--- config.mk ---
export PLATFORM = sky130hd
export DESIGN_NAME = fetch_ctrl
export DESIGN_NICKNAME = d
export VERILOG_FILES = /design/src/rtl/fetch_ctrl.sv
export SDC_FILE = /design/constraint.sdc
export NUM_CORES = 1
export LEC_CHECK = 0
export ABC_CLOCK_PERIOD_IN_PS = 3500
export BUFFER_PORTS_ARGS = -buffer_cell sky130_fd_sc_hd__buf_2
export CAP_MARGIN = 20
export CORE_ASPECT_RATIO = 0.7
export CORE_MARGIN = 1.5
export CORE_UTILIZATION = 50
export DETAILED_ROUTE_END_ITERATION = 10
export PLACE_DENSITY_LB_ADDON = 0.08
export SKIP_LAST_GASP = 1
export SYNTH_ARGS = -nofsm -noshare
export SYNTH_HDL_FRONTEND = slang
export SYNTH_SLANG_ARGS = --single-unit
--- constraint.sdc ---
create_clock -name clk -period 3.5 [get_ports clk]
set_input_delay 0.175 -clock clk [delete_from_list [all_inputs] [get_ports clk]]
set_output_delay 0.175 -clock clk [all_outputs]
set_load 0.005 [all_outputs]
--- src/rtl/fetch_ctrl.sv ---
// Fetch-stage sequencing controller: selects the next PC by priority, buffers
// redirects that arrive during a stall, range-checks targets and counts fetches.
module fetch_ctrl #(
   parameter logic [31:0] RESET_PC   = 32'h0000_3000,
   parameter logic [31:0] IMEM_BASE  = 32'h0000_3000,
   parameter int unsigned IMEM_WORDS = 4096,
   parameter logic [31:0] EXC_VEC    = 32'h0000_4180
) (
   input  logic        clk,
   input  logic        reset,
   input  logic [31:0] pc_in,
   input  logic        stall,
   input  logic        redir_valid,
   input  logic [31:0] redir_target,
   input  logic        exc_req,
   input  logic        eret_req,
   input  logic [31:0] epc,
   output logic        pc_we,
   output logic [31:0] npc,
   output logic        fetch_valid,
   output logic        flush,
   output logic        redir_pending,
   output logic        ifault,
   output logic [31:0] bad_addr,
   output logic [31:0] fetch_cnt
);

   typedef enum logic [1:0] {
      ST_BOOT,
      ST_RUN,
      ST_HOLD
   } state_t;

   // The bounds are compared in 33 bits so that a memory ending exactly at 2^32 still works.
   localparam logic [32:0] IMEM_LO = {1'b0, IMEM_BASE};
   localparam logic [32:0] IMEM_HI = IMEM_LO + 33'(64'(IMEM_WORDS) * 64'd4);

   function automatic logic is_legal(input logic [31:0] addr);
      return (addr[1:0] == 2'b00) && ({1'b0, addr} >= IMEM_LO) && ({1'b0, addr} < IMEM_HI);
   endfunction

   state_t      state_q,    state_d;
   logic [31:0] pend_q,     pend_d;
   logic        flush_q,    flush_d;
   logic        ifault_q,   ifault_d;
   logic [31:0] bad_addr_q, bad_addr_d;
   logic [31:0] fetch_cnt_q, fetch_cnt_d;

   logic        take;
   logic [31:0] take_tgt;
   logic        kill;
   logic        fault;

   always_comb begin
      // NOTE: every signal written here gets a default first, so no path can infer a latch.
      state_d     = state_q;
      pend_d      = pend_q;
      pc_we       = 1'b0;
      npc         = pc_in + 32'd4;
      fetch_valid = (state_q != ST_BOOT) && !stall;
      take        = 1'b0;
      take_tgt    = 32'h0;
      kill        = 1'b0;

      case (state_q)
         ST_BOOT: begin
            npc     = RESET_PC;
            state_d = ST_RUN;
         end
         default: begin
            if (exc_req) begin
               pc_we   = 1'b1;
               npc     = EXC_VEC;
               kill    = 1'b1;
               state_d = ST_RUN;
               pend_d  = 32'h0;
            end else if (eret_req) begin
               take     = 1'b1;
               take_tgt = epc;
               kill     = 1'b1;
               state_d  = ST_RUN;
               pend_d   = 32'h0;
            end else if (redir_valid && !stall) begin
               take     = 1'b1;
               take_tgt = redir_target;
               state_d  = ST_RUN;
               pend_d   = 32'h0;
            end else if (redir_valid) begin
               pend_d  = redir_target;
               state_d = ST_HOLD;
            end else if (state_q == ST_HOLD && !stall) begin
               take     = 1'b1;
               take_tgt = pend_q;
               state_d  = ST_RUN;
               pend_d   = 32'h0;
            end else if (!stall) begin
               pc_we = 1'b1;
            end
         end
      endcase

      // Any taken target that falls outside instruction memory diverts to the handler.
      fault = take && !is_legal(take_tgt);
      if (take) begin
         pc_we = 1'b1;
         npc   = fault ? EXC_VEC : take_tgt;
      end

      flush_d     = kill || fault;
      ifault_d    = fault;
      bad_addr_d  = fault ? take_tgt : bad_addr_q;
      fetch_cnt_d = fetch_cnt_q + 32'(pc_we);
   end

   // NOTE: state registers use non-blocking assignments so all flops update from pre-edge values.
   always_ff @(posedge clk or posedge reset) begin
      if (reset) begin
         state_q     <= ST_BOOT;
         pend_q      <= 32'h0;
         flush_q     <= 1'b0;
         ifault_q    <= 1'b0;
         bad_addr_q  <= 32'h0;
         fetch_cnt_q <= 32'h0;
      end else begin
         state_q     <= state_d;
         pend_q      <= pend_d;
         flush_q     <= flush_d;
         ifault_q    <= ifault_d;
         bad_addr_q  <= bad_addr_d;
         fetch_cnt_q <= fetch_cnt_d;
      end
   end

   assign redir_pending = (state_q == ST_HOLD);
   assign flush         = flush_q;
   assign ifault        = ifault_q;
   assign bad_addr      = bad_addr_q;
   assign fetch_cnt     = fetch_cnt_q;

endmodule

==> results of run 1 <==
-- metal layers --
layer / vias up / routed length [um]
li1: 2706 / -
met2: 279 / 7720
met4: 0 / 187
met5: - / 0
met1: 2785 / 8020
met3: 17 / 1590
-- cells in the mapped netlist (17+ instances only) --
| library cell | count | area, um2 |
|---|---|---|
| a221oi_1 | 18 | 158 |
| a22o_1 | 34 | 298 |
| clkbuf_1 | 27 | 101 |
| dfrtp_1 | 100 | 2500 |
| nand2_1 | 36 | 135 |
| nand3_1 | 30 | 150 |
| nand4_1 | 22 | 138 |
| nor2_1 | 96 | 360 |
| o211ai_1 | 17 | 128 |
| o21ai_0 | 19 | 95.1 |
| xnor2_1 | 31 | 272 |
| xor2_1 | 25 | 219 |
-- critical path, stage by stage, from the launching register on --
cell      delay (ns)
dfrtp_1         0.48
nor4b_4         0.18
buf_4           0.22
a221oi_1        0.53
o32ai_1         0.21
nor4_4          0.33
buf_4           0.24
and4_1          0.22
buf_4           0.22
o211ai_2        0.10
buf_2           0.14
-- sequential cells by signal (all words and copies together), names as in the netlist --
| name | cells |
|---|---|
| pend_q | 32 |
| flush | 1 |
| state_q | 2 |
| bad_addr | 32 |
| ifault | 1 |
| fetch_cnt | 32 |
-- cell type report --
| class | count | area share |
|---|---|---|
| multi-input cells | 475 | 0.427 |
| well taps | 153 | 0.0258 |
| clock buffers | 11 | 0.0314 |
| repair buffers | 226 | 0.165 |
| inverters | 11 | 0.00590 |
| clock inverters | 5 | 0.00826 |
| flip-flops and latches | 100 | 0.337 |
-- stage by stage --
stage / area (um2) / cells
floorplan: 5870 / 626
detailed placement: 7040 / 961
CTS: 7340 / 977
finish: 7420 / 981
global route: 7420 / 981
global placement: 7040 / 961
-- cells by family (layout without fill, tap and decap cells) --
family,Yosys count,count (layout),share of synthesized area
xor+xnor,57,57,0.0864
simple gates,253,253,0.220
compound gates,162,162,0.221
flops,100,100,0.427
fa+ha+maj,3,3,0.00640
buf+inv,51,253,0.0401
-- what timing repair did --
action,in CTS,in global routing
resized for setup,0,4
hold buffers,0,1
hold endpoints to repair,0,8
endpoints found under the setup margin,0,13
-- power by group through the flow --
stage	clock network, uW	logic (uW)	registers (uW)
2_1_floorplan	0	353	1380
3_3_place_gp	0	637	1380
5_1_grt	1060	737	1390
6_report	999	668	1370
4_1_cts	1020	656	1370
3_5_place_dp	0	654	1390
-- path summary, 6_finish.rpt --
check | startpoint | to | slack (ns) | depth (start not counted)
worst max-delay path | state_q[1] | npc[14] | 0.11 | 10
worst min-delay path | redir_target[10] | pend_q[10] | 0.07 | 2
worst max register to register | state_q[1] | bad_addr[10] | 0.61 | 9
worst min register to register | fetch_cnt[31] | fetch_cnt[31] | 0.47 | 1
max in group asynchronous | reset | bad_addr[27] | 2.34 | 5
min in group asynchronous | reset | fetch_cnt[13] | 0.26 | 3
==> key figures, run 1 <==
Global routing
  – Total Routing Usage GR: 0.280
  – M1 GR Usage: 0.422
  – Initial antenna violation count: 0
  – GR peak layer: met1
  – Number of global-route vias before repair: approximately 5.3k
  – Remaining global-route overflow: 0
  – Maximum number of pins on one net before global-route repair: slightly above 80
  – Global-route wire length before repair: between 20,000 and 30,000 um
  – Met3 global-route usage: 0.0705
  – Global routing usage on met2: 0.403

Power
  – Internal power component: ~2100 uW
  – Cell area power density: about 410 mW/mm2
  – Overall Power: 3040 uW
  – Part of the total power dissipated in sequential elements: 0.451
  – Switching share of total power: 0.297
  – Share of power burned in combinational logic: 0.220
  – Clock network fraction of total power: 0.329
  – Largest vdd supply drop: about 310 uV
  – Net switching component of the power: 903 uW
  – Leak pwr: 0.00354 uW

Clock network
  – Clock network latency to the later pin of the worst-skew pair: approximately 0.35 ns
  – Count of buffers added by post-CTS timing repair for setup: 0
  – CTS tree: done
  – CTS sink count: 100
  – Number of levels the H-tree was split into: 3
  – Number of buffers inserted during clock tree synthesis: 9
  – CTS root buf: clkbuf_16
  – Max Buffers Root-to-Sink: 2
  – Clock input transition at the sequential cells of the worst setup and hold paths: 0.07 ns

Finish
  – Ratio of cells with drive above 1 in the final layout: 0.337
  – Layout area overhead: 26.5%
  – Net count of the finished layout: around 930
  – Commonest non-fill, non-tap cell in the layout: buf_2
  – Fillers: roughly 940
  – ANT cells: 0
  – Total area of multi-input combinational cells: around 0.0032 mm2
  – Total area of sequential cells: between 0.002 and 0.003 mm2
  – Utilization after layout: 0.662
  – Most frequent cells in the layout: 202 x buf_2, 99 x dfrtp_1, 96 x nor2_1

Worst setup path
  – Critical Path End Type: output port
  – Worst setup path category: reg2out
  – Launching element type of the critical path: register
  – Biggest fanout along the worst timing path: 20
  – Required time of the critical path: 3.32 ns
  – Data arrival time at the worst-slack endpoint: ~3.2 ns

Yosys
  – Number of warning messages in the yosys log: 0
  – Per-instance average area after synthesis: ~9.4 um2
  – Cell area after technology mapping: 0.00587 mm2
  – Synthesized netlist cell count: 626
  – Number of enable-type register cells in the synthesized netlist: 0
  – Share of async-settable or async-resettable flops after synthesis: 1.00
  – Sequential share of the synthesized area: 0.427
  – Post-synth top flop: dfrtp_1
  – Distinct cells, synth: between 50 and 60
  – Flip-flop and latch count after synthesis: 100
  – Number of nets in the synthesized netlist: approximately 730

Placement
  – Worst setup slack before clock tree synthesis: about 0.44 ns
  – Routability-driven placement congestion ratio: a little over 0.9
  – Dpl hpwl: 13,100 um
  – Port Buffers: a little over 200

Route
  – Via density: between 5 and 6
  – Count of vias placed by the detailed router: roughly 5.8k
  – Violation count after the first detailed-routing iteration: around 630
  – DRT Pass-1 Iters: 6
  – Count of unresolved DRC violations after routing: 0
  – Final wirelength: around 18,000 um
  – Detail Route Antenna Nets: 0
  – Average wire per standard cell: roughly 18 um

Die
  – Initial core utilization: 0.523
  – Die Footprint: between 0.01 and 0.015 mm2
  – Number of top-level pins: 203
  – Die height: 93.6 um
  – Row Count: 32
  – Placeable Area: about 0.011 mm2
  – Chip width: approximately 130 um

STA
  – Unrepaired setup endpoints after global routing: false
  – Crit path setup slack, layout: approximately 0.11 ns
  – Transition time of the tightest slew-check pin: a little under 0.8 ns
  – Hold Vio Cnt, Final: 0
  – Highest clock rate: 0.295 GHz
  – Clock skew after layout: 0.00462 ns
  – Rel. slew slack: 0.472
  – Hold WS: just over 0.07 ns
  – Share of the cycle needed by the critical path after routing: 0.969
  – Setup TNS after final layout: 0 ns
  – Post-route minimum period: 3.39 ns
  – Number of setup violations in the final report: 0
  – Total count of max-transition violations in the final report: 0

Run status
  – Status: finished clean

Worst hold path
  – Worst Hold Class: in2reg

Job
  – Number of maximum-capacitance constraint violations: 0
Note: power is estimated with default switching activity, not from simulation.
==> inputs of run 2 (changes only) <==
--- a/config.mk
+++ b/config.mk
@@ -5,7 +5,7 @@
 export SDC_FILE = /design/constraint.sdc
 export NUM_CORES = 1
 export LEC_CHECK = 0
-export ABC_CLOCK_PERIOD_IN_PS = 3500
+export ABC_CLOCK_PERIOD_IN_PS = 3900
 export BUFFER_PORTS_ARGS = -buffer_cell sky130_fd_sc_hd__buf_2
 export CAP_MARGIN = 20
 export CORE_ASPECT_RATIO = 0.7
==> constraint.sdc (replaced) <==
create_clock -name clk -period 3.9 [get_ports clk]
set_input_delay 0.195 -clock clk [delete_from_list [all_inputs] [get_ports clk]]
set_output_delay 0.195 -clock clk [all_outputs]
set_load 0.005 [all_outputs]
==> key figures, run 2 (same netlist as run 1, synthesis figures left out) <==
Run status
  – Status: finished clean

STA
  – Post-route minimum period: between 3 and 4 ns
  – Rel. slew slack: 0.361 (-0.111)
  – Share of the cycle needed by the critical path after routing: 0.943
  – Transition time of the tightest slew-check pin: 0.954 ns (+0.164 ns)
  – Number of setup violations in the final report: 0 (unchanged)
  – Hold Vio Cnt, Final: 0 (unchanged)
  – Clock skew after layout: 0.00722 ns (+0.00261 ns)
  – Highest clock rate: around 0.27 GHz
  – Setup TNS after final layout: 0 ns (unchanged)
  – Unrepaired setup endpoints after global routing: false
  – Total count of max-transition violations in the final report: 0 (unchanged)
  – Hold WS: 0.0308 ns (-0.0416 ns)

Die
  – Die height: 93.6 um (unchanged)
  – Initial core utilization: 0.523 (unchanged)
  – Placeable Area: 0.0112 mm2 (unchanged)
  – Number of top-level pins: 203 (unchanged)
  – Row Count: 32 (unchanged)
  – Die Footprint: 0.0124 mm2 (unchanged)
  – Chip width: 132 um (unchanged)

Clock network
  – Post-cts resize count: 0 (unchanged)
  – Number of levels the H-tree was split into: 3 (unchanged)
  – Clock input transition at the sequential cells of the worst setup and hold paths: 0.07 ns (about the same)
  – CTS root buf: clkbuf_16
  – Count of buffers added by post-CTS timing repair for setup: 0 (unchanged)
  – CTS sink count: 100 (unchanged)
  – # hold bufs at CTS: 0 (unchanged)
  – CTS tree: done
  – Clock network latency to the later pin of the worst-skew pair: 0.34 ns (about the same)
  – Number of buffers inserted during clock tree synthesis: 9 (unchanged)
  – Max Buffers Root-to-Sink: 2 (unchanged)

Placement
  – Dpl hpwl: 12,900 um (-1.7%)
  – Standard cell area after detailed placement: 0.00704 mm2 (about the same)
  – Routability-driven placement congestion ratio: 0.895 (-2.2%)
  – Port Buffers: 202 (unchanged)

Finish
  – ANT cells: 0 (unchanged)
  – Most frequent cells in the layout: 202 x buf_2, 100 x dfrtp_1, 96 x nor2_1
  – Net count of the finished layout: 922 (-0.65%)
  – Final instance area: 0.00732 mm2 (-1.4%)
  – Ratio of cells with drive above 1 in the final layout: 0.335 (-0.00241)
  – Layout area overhead: 24.8%
  – Commonest non-fill, non-tap cell in the layout: buf_2

Route
  – Violation count after the first detailed-routing iteration: 598 (-5.5%)
  – Count of unresolved DRC violations after routing: 0 (unchanged)
  – Detail Route Antenna Nets: 0 (unchanged)
  – Final wirelength: 17,000 um (-2.8%)
  – Count of vias placed by the detailed router: 5,721 (-1.1%)
  – DRT Pass-1 Iters: 5 (-1)
  – Average wire per standard cell: 17.5 um (-2.2%)
  – Via density: 5.87 (-0.53%)

Worst setup path
  – Biggest fanout along the worst timing path: 20 (unchanged)
  – Data arrival time at the worst-slack endpoint: 3.48 ns (+0.27 ns)
  – Critical Path End Type: output port
  – Required time of the critical path: 3.70 ns (+0.38 ns)
  – Worst setup path category: reg2out
  – Launching element type of the critical path: register

Global routing
  – Number of global-route vias before repair: 5,226 (-0.74%)
  – Total Routing Usage GR: 0.276 (-0.00414)
  – Maximum number of pins on one net before global-route repair: 72 (-13%)
  – Remaining global-route overflow: 0 (unchanged)
  – Initial antenna violation count: 0 (unchanged)
  – Global-route wire length before repair: 27,100 um (-0.10%)

Power
  – Largest vdd supply drop: 335 uV (+9.4%)
  – Leak pwr: 0.00348 uW (-1.8%)
  – Cell area power density: 363 mW/mm2 (-11%)

Job
  – Number of maximum-capacitance constraint violations: 0 (unchanged)

Worst hold path
  – Worst Hold Class: in2async
-- run 2: final timing paths --
path                                        from       endpoint  slack [ns]  cells past startpoint
worst max-delay path                  state_q[0]        npc[12]        0.22                      9
worst min-delay path                       reset  fetch_cnt[13]        0.03                      2
worst max register to register        state_q[0]   bad_addr[26]        0.59                      9
worst min register to register     fetch_cnt[31]  fetch_cnt[31]        0.47                      1
max in group asynchronous                  reset    bad_addr[4]        2.94                      3
min in group clk                redir_target[10]     pend_q[10]        0.09                      2
-- run 2: power breakdown --
group / internal (uW) / switching (uW)
combinational: 266 / 322
clock: 449 / 391
sequential: 1140 / 87.9
total: 1850 / 801
-- run 2: worst max-delay path, cell delays in order (launching register included) --
cell and delay, ns:
dfrtp_1 0.60, nor4b_4 0.16, buf_12 0.19, a221oi_1 0.47
o32ai_1 0.22, nor4_4 0.31, buf_4 0.24, nand4_1 0.44
o21ai_0 0.35, buf_2 0.16
-- run 2: metrics by stage --
stage | setup slack, ns | std cells | util | power (uW)
finish | 0.222 | 975 | 0.653 | 2660
global route | 0.00100 | 975 | 0.653 | 2800
CTS | 0.332 | 975 | 0.653 | 2670
detailed placement | 0.542 | 959 | 0.628 | 1830
global placement | 0.694 | 959 | 0.628 | 1810
floorplan | 1.09 | 626 | - | 1560
-- run 2: layer usage --
metal | wire length [um] | vias up | GRT usage
li1 | - | 2696 | -
met1 | 8020 | 2738 | 0.422
met2 | 7360 | 266 | 0.400
met3 | 1490 | 21 | 0.0607
met4 | 164 | 0 | 0.0522
met5 | 0 | - | 0
-- run 2: cell type report --
type,instances,area [um2]
clock buffers,10,239
clock inverters,6,40.0
fillers,955,3890
inverters,11,43.8
multi-input cells,475,3140
flip-flops and latches,100,2500
well taps,153,191
repair buffers,220,1160
